## config.mk

```make
export PLATFORM = sky130hd
export DESIGN_NAME = tdm_channel_mux_flat
export DESIGN_NICKNAME = d
export VERILOG_FILES = /design/src/rtl/tdm_channel_mux_if.sv /design/src/rtl/tdm_channel_mux.sv /design/src/flat_wrapper.sv
export SDC_FILE = /design/constraint.sdc
export NUM_CORES = 1
export LEC_CHECK = 0
export ABC_AREA = 1
export CELL_PAD_IN_SITES_DETAIL_PLACEMENT = 0
export CELL_PAD_IN_SITES_GLOBAL_PLACEMENT = 1
export CORE_MARGIN = 5
export CORE_UTILIZATION = 33
export CTS_BUF_LIST = sky130_fd_sc_hd__clkbuf_4 sky130_fd_sc_hd__clkbuf_8
export DETAILED_ROUTE_END_ITERATION = 12
export PLACE_DENSITY_LB_ADDON = 0.1
export SKIP_CTS_REPAIR_TIMING = 1
export SLEW_MARGIN = 20
export SYNTH_ARGS = -nofsm -noshare
export SYNTH_HDL_FRONTEND = slang
export SYNTH_SLANG_ARGS = --single-unit
```

## constraint.sdc

```tcl
create_clock -name clk -period 2.34 [get_ports clk]
set_clock_uncertainty 0.1 [all_clocks]
set_input_delay 0.468 -clock clk [delete_from_list [all_inputs] [get_ports clk]]
set_output_delay 0.468 -clock clk [all_outputs]
set_load 0.005 [all_outputs]
```

## src/rtl/tdm_channel_mux_if.sv

```systemverilog
// Bundles the control, data and result signals of the TDM channel multiplexer.
// The master side drives channel data and control; the slave side is the mux itself.
interface tdm_channel_mux_if #(
  parameter int unsigned CH   = 8,
  parameter int unsigned W    = 4,
  parameter int unsigned SELW = 3,
  parameter int unsigned DWW  = 8
);
  logic              en;
  logic              mode;
  logic [SELW-1:0]   sel;
  logic [DWW-1:0]    dwell;
  logic [CH*W-1:0]   data_in;
  logic [W-1:0]      out_data;
  logic [SELW-1:0]   out_ch;
  logic              out_valid;
  logic              scan_wrap;
  logic              sel_err;

  modport master (
    output en, mode, sel, dwell, data_in,
    input  out_data, out_ch, out_valid, scan_wrap, sel_err
  );

  modport slave (
    input  en, mode, sel, dwell, data_in,
    output out_data, out_ch, out_valid, scan_wrap, sel_err
  );
endinterface

```

## src/rtl/tdm_channel_mux.sv

```systemverilog
// Registered N-channel, W-bit multiplexer with manual select and auto-scan
// (time-division) modes; scan dwell per channel is dwell+1 cycles.
module tdm_channel_mux #(
  parameter int unsigned CH   = 8,
  parameter int unsigned W    = 4,
  parameter int unsigned SELW = 3,
  parameter int unsigned DWW  = 8
) (
  input  logic              clk,
  input  logic              rst_n,
  tdm_channel_mux_if.slave  bus
);

  typedef enum logic [1:0] {IDLE, MANUAL, SCAN} state_t;

  state_t          state, state_n;
  logic [W-1:0]    chans [CH];
  logic [DWW-1:0]  cnt, cnt_n;
  logic [W-1:0]    data_n;
  logic [SELW-1:0] ch_n;
  logic            valid_n, wrap_n, err_n;
  logic [SELW-1:0] ch_next;
  logic            at_last, sel_ok;

  always_comb begin
    for (int unsigned k = 0; k < CH; k++) begin
      chans[k] = bus.data_in[k*W +: W];
    end
  end

  // Wrap at CH-1 rather than relying on natural SELW-bit rollover.
  assign at_last = (bus.out_ch == SELW'(CH - 1));
  assign ch_next = at_last ? '0 : bus.out_ch + 1'b1;
  assign sel_ok  = (32'(bus.sel) < CH);

  // Outputs are computed for the state being entered, giving one cycle latency.
  always_comb begin
    state_n = IDLE;
    cnt_n   = '0;
    data_n  = bus.out_data;
    ch_n    = bus.out_ch;
    valid_n = 1'b0;
    wrap_n  = 1'b0;
    err_n   = 1'b0;
    if (bus.en) begin
      state_n = bus.mode ? SCAN : MANUAL;
      valid_n = 1'b1;
      if (!bus.mode) begin
        if (sel_ok) begin
          ch_n   = bus.sel;
          data_n = chans[bus.sel];
        end else begin
          err_n = 1'b1;
        end
      end else if (state != SCAN) begin
        data_n = chans[bus.out_ch];
      end else if (cnt >= bus.dwell) begin
        ch_n   = ch_next;
        data_n = chans[ch_next];
        wrap_n = at_last;
      end else begin
        cnt_n  = cnt + 1'b1;
        data_n = chans[bus.out_ch];
      end
    end
  end

  always_ff @(posedge clk or negedge rst_n) begin
    if (!rst_n) begin
      state <= IDLE;
    end else begin
      state <= state_n;
    end
  end

  always_ff @(posedge clk or negedge rst_n) begin
    if (!rst_n) begin
      cnt           <= '0;
      bus.out_data  <= '0;
      bus.out_ch    <= '0;
      bus.out_valid <= 1'b0;
      bus.scan_wrap <= 1'b0;
      bus.sel_err   <= 1'b0;
    end else begin
      cnt           <= cnt_n;
      bus.out_data  <= data_n;
      bus.out_ch    <= ch_n;
      bus.out_valid <= valid_n;
      bus.scan_wrap <= wrap_n;
      bus.sel_err   <= err_n;
    end
  end

endmodule

```

## src/flat_wrapper.sv

```systemverilog
// flat-port wrapper written by rule: the top's interface ports become plain ports
module tdm_channel_mux_flat 
#(
  parameter int unsigned CH   = 8,
  parameter int unsigned W    = 4,
  parameter int unsigned SELW = 3,
  parameter int unsigned DWW  = 8
)
  (clk, rst_n, bus_en, bus_mode, bus_sel, bus_dwell, bus_data_in, bus_out_data, bus_out_ch, bus_out_valid, bus_scan_wrap, bus_sel_err);
  tdm_channel_mux_if #(.CH(CH), .W(W), .SELW(SELW), .DWW(DWW)) bus_i ();
  input  logic clk;
  input  logic rst_n;
  input wire logic [$bits(bus_i.en)-1:0] bus_en;
  input wire logic [$bits(bus_i.mode)-1:0] bus_mode;
  input wire logic [$bits(bus_i.sel)-1:0] bus_sel;
  input wire logic [$bits(bus_i.dwell)-1:0] bus_dwell;
  input wire logic [$bits(bus_i.data_in)-1:0] bus_data_in;
  output wire logic [$bits(bus_i.out_data)-1:0] bus_out_data;
  output wire logic [$bits(bus_i.out_ch)-1:0] bus_out_ch;
  output wire logic [$bits(bus_i.out_valid)-1:0] bus_out_valid;
  output wire logic [$bits(bus_i.scan_wrap)-1:0] bus_scan_wrap;
  output wire logic [$bits(bus_i.sel_err)-1:0] bus_sel_err;
  assign bus_i.en = bus_en;
  assign bus_i.mode = bus_mode;
  assign bus_i.sel = bus_sel;
  assign bus_i.dwell = bus_dwell;
  assign bus_i.data_in = bus_data_in;
  assign bus_out_data = bus_i.out_data;
  assign bus_out_ch = bus_i.out_ch;
  assign bus_out_valid = bus_i.out_valid;
  assign bus_scan_wrap = bus_i.scan_wrap;
  assign bus_sel_err = bus_i.sel_err;
  tdm_channel_mux #(.CH(CH), .W(W), .SELW(SELW), .DWW(DWW)) u_core (.clk(clk), .rst_n(rst_n), .bus(bus_i));
endmodule
```

==> results of run 1 <==
==> registers in the layout, indices dropped and copies added, names as in the netlist <==
register,flops
u_core.cnt,8
u_core.bus.out_valid,1
u_core.bus.scan_wrap,1
u_core.bus.out_ch,3
u_core.state,2
u_core.bus.out_data,4
==> logic make-up (layout without fill, tap and decap cells) <==
logic type,after synthesis,count (layout)
AO/OA/AOI/OAI,61,61
other,1,1
buffers and inverters,65,124
AND/OR/NAND/NOR,177,177
XOR/XNOR,6,6
flip-flops,19,19
adder cells (fa/ha/maj),11,11
==> Yosys cell counts, drive strengths merged <==
library cell	count
nand2	113
inv	50
nand3	35
nor2	23
o21ai	22
o211ai	20
dfrtp	19
a21oi	18
buf	13
ha	11
xor2	4
nand3b	3
nor3	2
xnor2	2
a21o	1
clkbuf	1
clkinv	1
conb	1
nand4	1
==> metrics by stage <==
stage | setup TNS (ns) | cells | cell area, sq um | power [uW] | util [%]
global route | 0 | 474 | 2770 | 1500 | 46.4
floorplan | 0 | 340 | 2030 | 828 | -
finish | 0 | 474 | 2770 | 1370 | 46.4
CTS | 0 | 474 | 2770 | 1390 | 46.4
global placement | 0 | 470 | 2720 | 1160 | 45.7
detailed placement | -0.0630 | 470 | 2720 | 1160 | 45.7
==> layout make-up <==
cell class              count  area [sq um]  area share, %
clock buffers               3          41.3           1.49
clock inverters             1          5.00          0.181
inverters                  51           191           6.92
multi-input cells         256          1290           46.7
flip-flops and latches     19           475           17.2
well taps                  75          93.8           3.39
repair buffers             69           668           24.2
==> metal layers <==
| layer | up-vias | wire, um |
|---|---|---|
| li1 | 1214 | - |
| met1 | 1061 | 3100 |
| met2 | 56 | 3050 |
| met3 | 2 | 327 |
| met4 | 0 | 18 |
| met5 | - | 0 |
==> power groups by stage <==
| stage | Combinational, uW | Sequential [uW] | Clock, uW |
|---|---|---|---|
| floorplan | 443 | 385 | 0 |
| global placement | 782 | 378 | 0 |
| detailed placement | 779 | 377 | 0 |
| CTS | 783 | 371 | 233 |
| global route | 869 | 374 | 253 |
| finish | 776 | 370 | 226 |
==> worst paths after layout <==
path,from,end,slack [ns],depth (start not counted)
max,u_core.bus.out_ch[0],u_core.bus.out_data[0],0.22,10
min,u_core.cnt[0],u_core.cnt[0],0.38,1
max reg2reg,u_core.bus.out_ch[0],u_core.bus.out_data[0],0.22,10
min reg2reg,u_core.cnt[0],u_core.cnt[0],0.38,1
max in group asynchronous,rst_n,u_core.cnt[7],1.49,2
min in group asynchronous,rst_n,u_core.cnt[6],0.45,2
==> cells in the final DEF (no fill, tap or decap), types with 2 or more instances in the layout <==
cell               n
nand2_1          113
clkdlybuf4s50_1   55
inv_1             39
nand3_1           35
nor2_1            22
o211ai_1          20
o21ai_0           19
dfrtp_1           19
a21oi_1           18
buf_4             13
inv_2             11
ha_1              11
xor2_1             4
o21ai_1            3
clkbuf_8           3
nand3b_1           2
nor3_1             2
xnor2_1            2
==> critical path, stage by stage (launching register included) <==
cell     delay, ns
dfrtp_1       0.38
ha_1          0.20
ha_1          0.21
inv_2         0.09
nand2_1       0.32
o21ai_0       0.31
nand3_1       0.10
nand2_1       0.10
nand3_1       0.07
nand3_1       0.09
nand2_1       0.05
==> run summary, run 1 <==
Internal cell power - 799 uW
Post-Route WL - 6500 um
Root Buffer - clkbuf_8
Worst Hold Class - flip-flop to flip-flop
Vias in the first global route - 2172
Clk pwr share - 16.5%
Critical path type - flip-flop to flip-flop
Number of top-level pins - 57
I/O Buffers - 55
Power per cell area - 496 nW/um^2
GR Layer Usage met2 - 29.4%
Peak supply drop - 287 uV
Top cell type's share of synthesized area - 23.4%
Clock Latency Late Sink - 0.25 ns
GR Util met3 - 2.51%
Sequential area share after synthesis - 23.4%
Worst-path clk slew - 0.07 ns
Remaining antenna violation count - 0
Arr. time, crit path - 2.17 ns
N_diodes - 0
First-pass DRT Iterations - 4
Post-DP HPWL - 5240 um
Critical path fanouts, max - 12
Tmin final - 2.12 ns
Initial antenna violation count - 0
Switch Pwr - 574 uW
GP Congestion - 0.896
Leak - 0.00141 uW
Crit start category - flip-flop
Largest family of logic cells by synthesized area - simple AND/OR/NAND/NOR gates
Status - finished clean
Mapped Cells - 340
WL/cell - 13.7 um
Synth Area in Adders - 6.78%
Area fraction in compound gates after synthesis - 17.6%
Largest net degree at the start of global routing - 34
Placeable Area - 5960 sq um
Die area - 7820 sq um
# clock sinks - 19
Total grt overflow - 0
Cts bufs inserted - 3
Global routing's busiest layer - met2
Sw Share - 41.8%
Reg power frac - 27.0%
Mapped Area - 2030 sq um
Share of cells above drive strength 1 - 7.77%
Final setup fails - 0
Final Hold Vio Count - 0
First-iteration detailed-routing DRC count - 119
Post-synth net total - 398
Final Cycle Share - 90.6%
Max_cap viols - 0
Final Max Slew Viols - 0
RSZ-0062 raised after global routing - false
Unique masters post-synth - 25
Gr usage total - 17.0%
Final #Nets - 458
Fraction of synthesized area in multiplexers - 0%
H-tree Lvls - 1
CTS Buffer Depth - 2
Combinational power share - 56.5%
Post-DR vias/cell - 4.92
Placement Rows - 28
Worst slack at placement - -0.0237 ns
Synth Area in Simple Gates - 36.4%
Via count - 2333
Met1 usage - 23.6%
Initial Utilization - 34.1%
DRC Markers - 0
Worst Max-Slew Pin Slew - 0.510 ns
Die height - 88.4 um
Peak Freq - 471 MHz
Die width - 88.4 um
First-pass GRT wire length - 10500 um
Post-Synth XOR/XNOR Area - 2.59%
Slew HR - 65.9%
WHS - 0.384 ns
Synth area leader - dfrtp_1
Synthesized flop and latch total - 19
Syn Area/Cell - 5.97 sq um
CP endpoint kind - flip-flop
# fillers - 643
CTS tree - done
Top cells by area, synth - dfrtp_1 23%, nand2_1 21%, nand3_1 8.6%
Yosys warning total - 0
Required time worst endpoint - 2.39 ns
Setup WS post-layout - 0.219 ns
Area growth syn-to-layout - 36.2%
(Power assumes the default switching activity.)
==> run 2, diff against run 1 <==
--- a/config.mk
+++ b/config.mk
@@ -9,10 +9,10 @@
 export CELL_PAD_IN_SITES_DETAIL_PLACEMENT = 0
 export CELL_PAD_IN_SITES_GLOBAL_PLACEMENT = 1
 export CORE_MARGIN = 5
-export CORE_UTILIZATION = 33
+export CORE_UTILIZATION = 30
 export CTS_BUF_LIST = sky130_fd_sc_hd__clkbuf_4 sky130_fd_sc_hd__clkbuf_8
 export DETAILED_ROUTE_END_ITERATION = 12
-export PLACE_DENSITY_LB_ADDON = 0.1
+export PLACE_DENSITY = 0.88
 export SKIP_CTS_REPAIR_TIMING = 1
 export SLEW_MARGIN = 20
 export SYNTH_ARGS = -nofsm -noshare
==> constraint.sdc (replaced) <==
create_clock -name clk -period 1.7 [get_ports clk]
set_clock_uncertainty 0.1 [all_clocks]
set_input_delay 0.34 -clock clk [delete_from_list [all_inputs] [get_ports clk]]
set_output_delay 0.34 -clock clk [all_outputs]
set_load 0.005 [all_outputs]
==> run 2 against run 1 <==
  * Utilization up 5.1 points
  * Highest routed layer unchanged
  * Critical path type unchanged
  * Via count up 6.2%
  * Non-clock buffer count up 27
  * Critical endpoint is now u_core.bus.out_data[3]
  * Cell area up 25%
  * The run now ends with negative setup slack left
==> run summary, run 2 (same netlist as run 1, synthesis figures left out) <==
Final Cycle Share - 106% (was 90.6%)
First-iteration detailed-routing DRC count - 105 (was 119)
Post-DP HPWL - 5300 um (was 5240 um)
Via count - 2477 (was 2333)
Register with the most flip-flops - u_core.cnt (unchanged)
H-tree Lvls - 1 (unchanged)
Placement Rows - 30 (was 28)
Non-filler instance count after layout - 506 (was 474)
Die area - 8510 sq um (was 7820 sq um)
Final Util - 51.6% (was 46.4%)
Slowest-stage cell, CP - dfrtp_2 (was dfrtp_1)
Placed Instances - 492 (was 470)
Crit start category - flip-flop (unchanged)
Remaining antenna violation count - 0 (unchanged)
Number of top-level pins - 57 (unchanged)
Critical path fanouts, max - 6 (was 12)
GP Congestion - 0.908 (was 0.896)
Share of cells above drive strength 1 - 30.3% (was 7.77%)
Cell mode on critical path - nand2_2
Area growth syn-to-layout - 69.7% (was 36.2%)
N_diodes - 0 (unchanged)
Initial antenna violation count - 0 (unchanged)
CP peak stage delay - 0.43 ns (was 0.38 ns)
CTS tree - done (unchanged)
CP cell instances - ha_4 > ha_4 > inv_4 > nand2_4 > clkbuf_16 > nand2_2 > nand3_2 > nand2_2 > nand2_2 > nand2_2 > nand3_2 > nand3_2 > nand2_1 (was ha_1 > ha_1 > inv_2 > nand2_1 > o21ai_0 > nand3_1 > nand2_1 > nand3_1 > nand3_1 > nand2_1)
# clock sinks - 19 (unchanged)
Final Max Slew Viols - 0 (unchanged)
Max_cap viols - 0 (unchanged)
Setup WS post-layout - -0.104 ns (was 0.219 ns)
Root Buffer - clkbuf_8 (unchanged)
# fillers - 648 (was 643)
CP endpoint kind - flip-flop (unchanged)
Tmin final - 1.80 ns (was 2.12 ns)
Placeable Area - 6680 sq um (was 5960 sq um)
Arr. time, crit path - 1.86 ns (was 2.17 ns)
Final #Nets - 485 (was 458)
Initial Utilization - 30.4% (was 34.1%)
Die width - 92.3 um (was 88.4 um)
Most frequent cells in the layout - 83 x nand2_1, 45 x clkdlybuf4s50_1, 32 x inv_1, 30 x buf_4, 23 x nand3_1 (was 113 x nand2_1, 55 x clkdlybuf4s50_1, 39 x inv_1, 35 x nand3_1, 22 x nor2_1)
Critical path type - flip-flop to flip-flop (unchanged)
CTS Buffer Depth - 2 (unchanged)
Failing checks - negative setup slack
Largest net degree at the start of global routing - 20 (was 34)
Post-Route WL - 7150 um (was 6500 um)
Worst-path clk slew - 0.07 ns (about the same)
Die height - 92.3 um (was 88.4 um)
Cts bufs inserted - 3 (unchanged)
Gr usage total - 16.0% (was 17.0%)
Peak supply drop - 225 uV (was 287 uV)
Power per cell area - 663 nW/um^2 (was 496 nW/um^2)
Reg area - 477 sq um (was 475 sq um)
WL/cell - 14.1 um (was 13.7 um)
DRC Markers - 0 (unchanged)
Post-DR vias/cell - 4.90 (was 4.92)
Peak Freq - 554 MHz (was 471 MHz)
Worst Hold Class - input port to asynchronous set/reset pin (was flip-flop to flip-flop)
Final setup fails - 6 (was 0)
First-pass GRT wire length - 11200 um (was 10500 um)
Regs by FF count - u_core.cnt: 8 flops, u_core.bus.out_data: 4 flops, u_core.bus.out_ch: 3 flops (unchanged)
Leak - 0.00176 uW (was 0.00141 uW)
Tot Pwr - 2290 uW (was 1370 uW)
Multi-input logic area - 1630 sq um (was 1290 sq um)
Most common cell after layout, fill and taps aside - nand2_1 (unchanged)
RSZ-0062 raised after global routing - true (was false)
Vias in the first global route - 2485 (was 2172)
Required time worst endpoint - 1.75 ns (was 2.39 ns)
Largest register FFs - 8 (unchanged)
I/O Buffers - 55 (unchanged)
Status - finished with violations (was finished clean)
Total grt overflow - 0 (unchanged)
First-pass DRT Iterations - 4 (unchanged)
Clock Latency Late Sink - 0.25 ns (about the same)
Final Hold Vio Count - 0 (unchanged)
-- run 2: cell count changes in the layout (fill, tap and decap cells not counted), moves of 7 or more --
cell	before	now
inv_1	39	32
nor2_1	22	14
nand2_2	0	21
buf_4	13	30
clkdlybuf4s50_1	55	45
ha_1	11	2
nand3_1	35	23
ha_4	0	8
nand3_2	0	11
nand2_1	113	83
nand2_4	0	9
dlymetal6s2s_1	0	10
-- run 2: critical path: cells and delay by family, from the launching register on --
kind	cells	cell delay, ns
buffers and inverters	2	0.22
and+or+nand+nor	9	0.60
DFF	1	0.43
adders and majority gates	2	0.34
-- run 2: layer usage --
layer	global-route usage, %	share of wire (%)
met1	19.1	42
met2	30.0	53
met3	1.48	2.8
met4	4.58	2.0
met5	0	0
-- run 2: where the power goes --
group          internal, uW  leakage, uW  switching [uW]
Sequential              490     0.000248            32.1
Combinational           698      0.00149             754
Clock                   163    0.0000255             149
Total                  1350      0.00176             935
-- run 2: path summary, 6_finish.rpt --
check                                              end  slack, ns                   start  cells after the start
worst max-delay path            u_core.bus.out_data[3]      -0.10    u_core.bus.out_ch[0]                     13
worst min-delay path              u_core.bus.scan_wrap       0.33                   rst_n                      2
worst max register to register  u_core.bus.out_data[3]      -0.10    u_core.bus.out_ch[0]                     13
worst min register to register  u_core.bus.out_data[1]       0.47  u_core.bus.out_data[1]                      4
max in group asynchronous         u_core.bus.out_ch[0]       0.95                   rst_n                      2
min in group clk                u_core.bus.out_data[1]       0.47  u_core.bus.out_data[1]                      4
-- run 2: area by class of cell --
cell class / count / area share (%)
Multi-Input combinational cell: 256 / 47.2
Timing Repair Buffer: 96 / 29.0
Sequential cell: 19 / 13.8
Inverter: 51 / 5.70
Tap cell: 80 / 2.90
Clock buffer: 3 / 1.20
Clock inverter: 1 / 0.145
-- run 2: stage by stage --
step / setup WS (ns) / hold WS, ns / cell area (sq um) / TNS, ns
2_1_floorplan: 0.00111 / -0.0556 / 2080 / 0
3_3_place_gp: -0.431 / 0.367 / 2910 / -6.13
3_5_place_dp: -0.511 / 0.390 / 2910 / -7.24
4_1_cts: -0.251 / 0.330 / 2960 / -3.54
5_1_grt: -0.174 / 0.350 / 3450 / -1.84
6_report: -0.104 / 0.326 / 3450 / -0.401
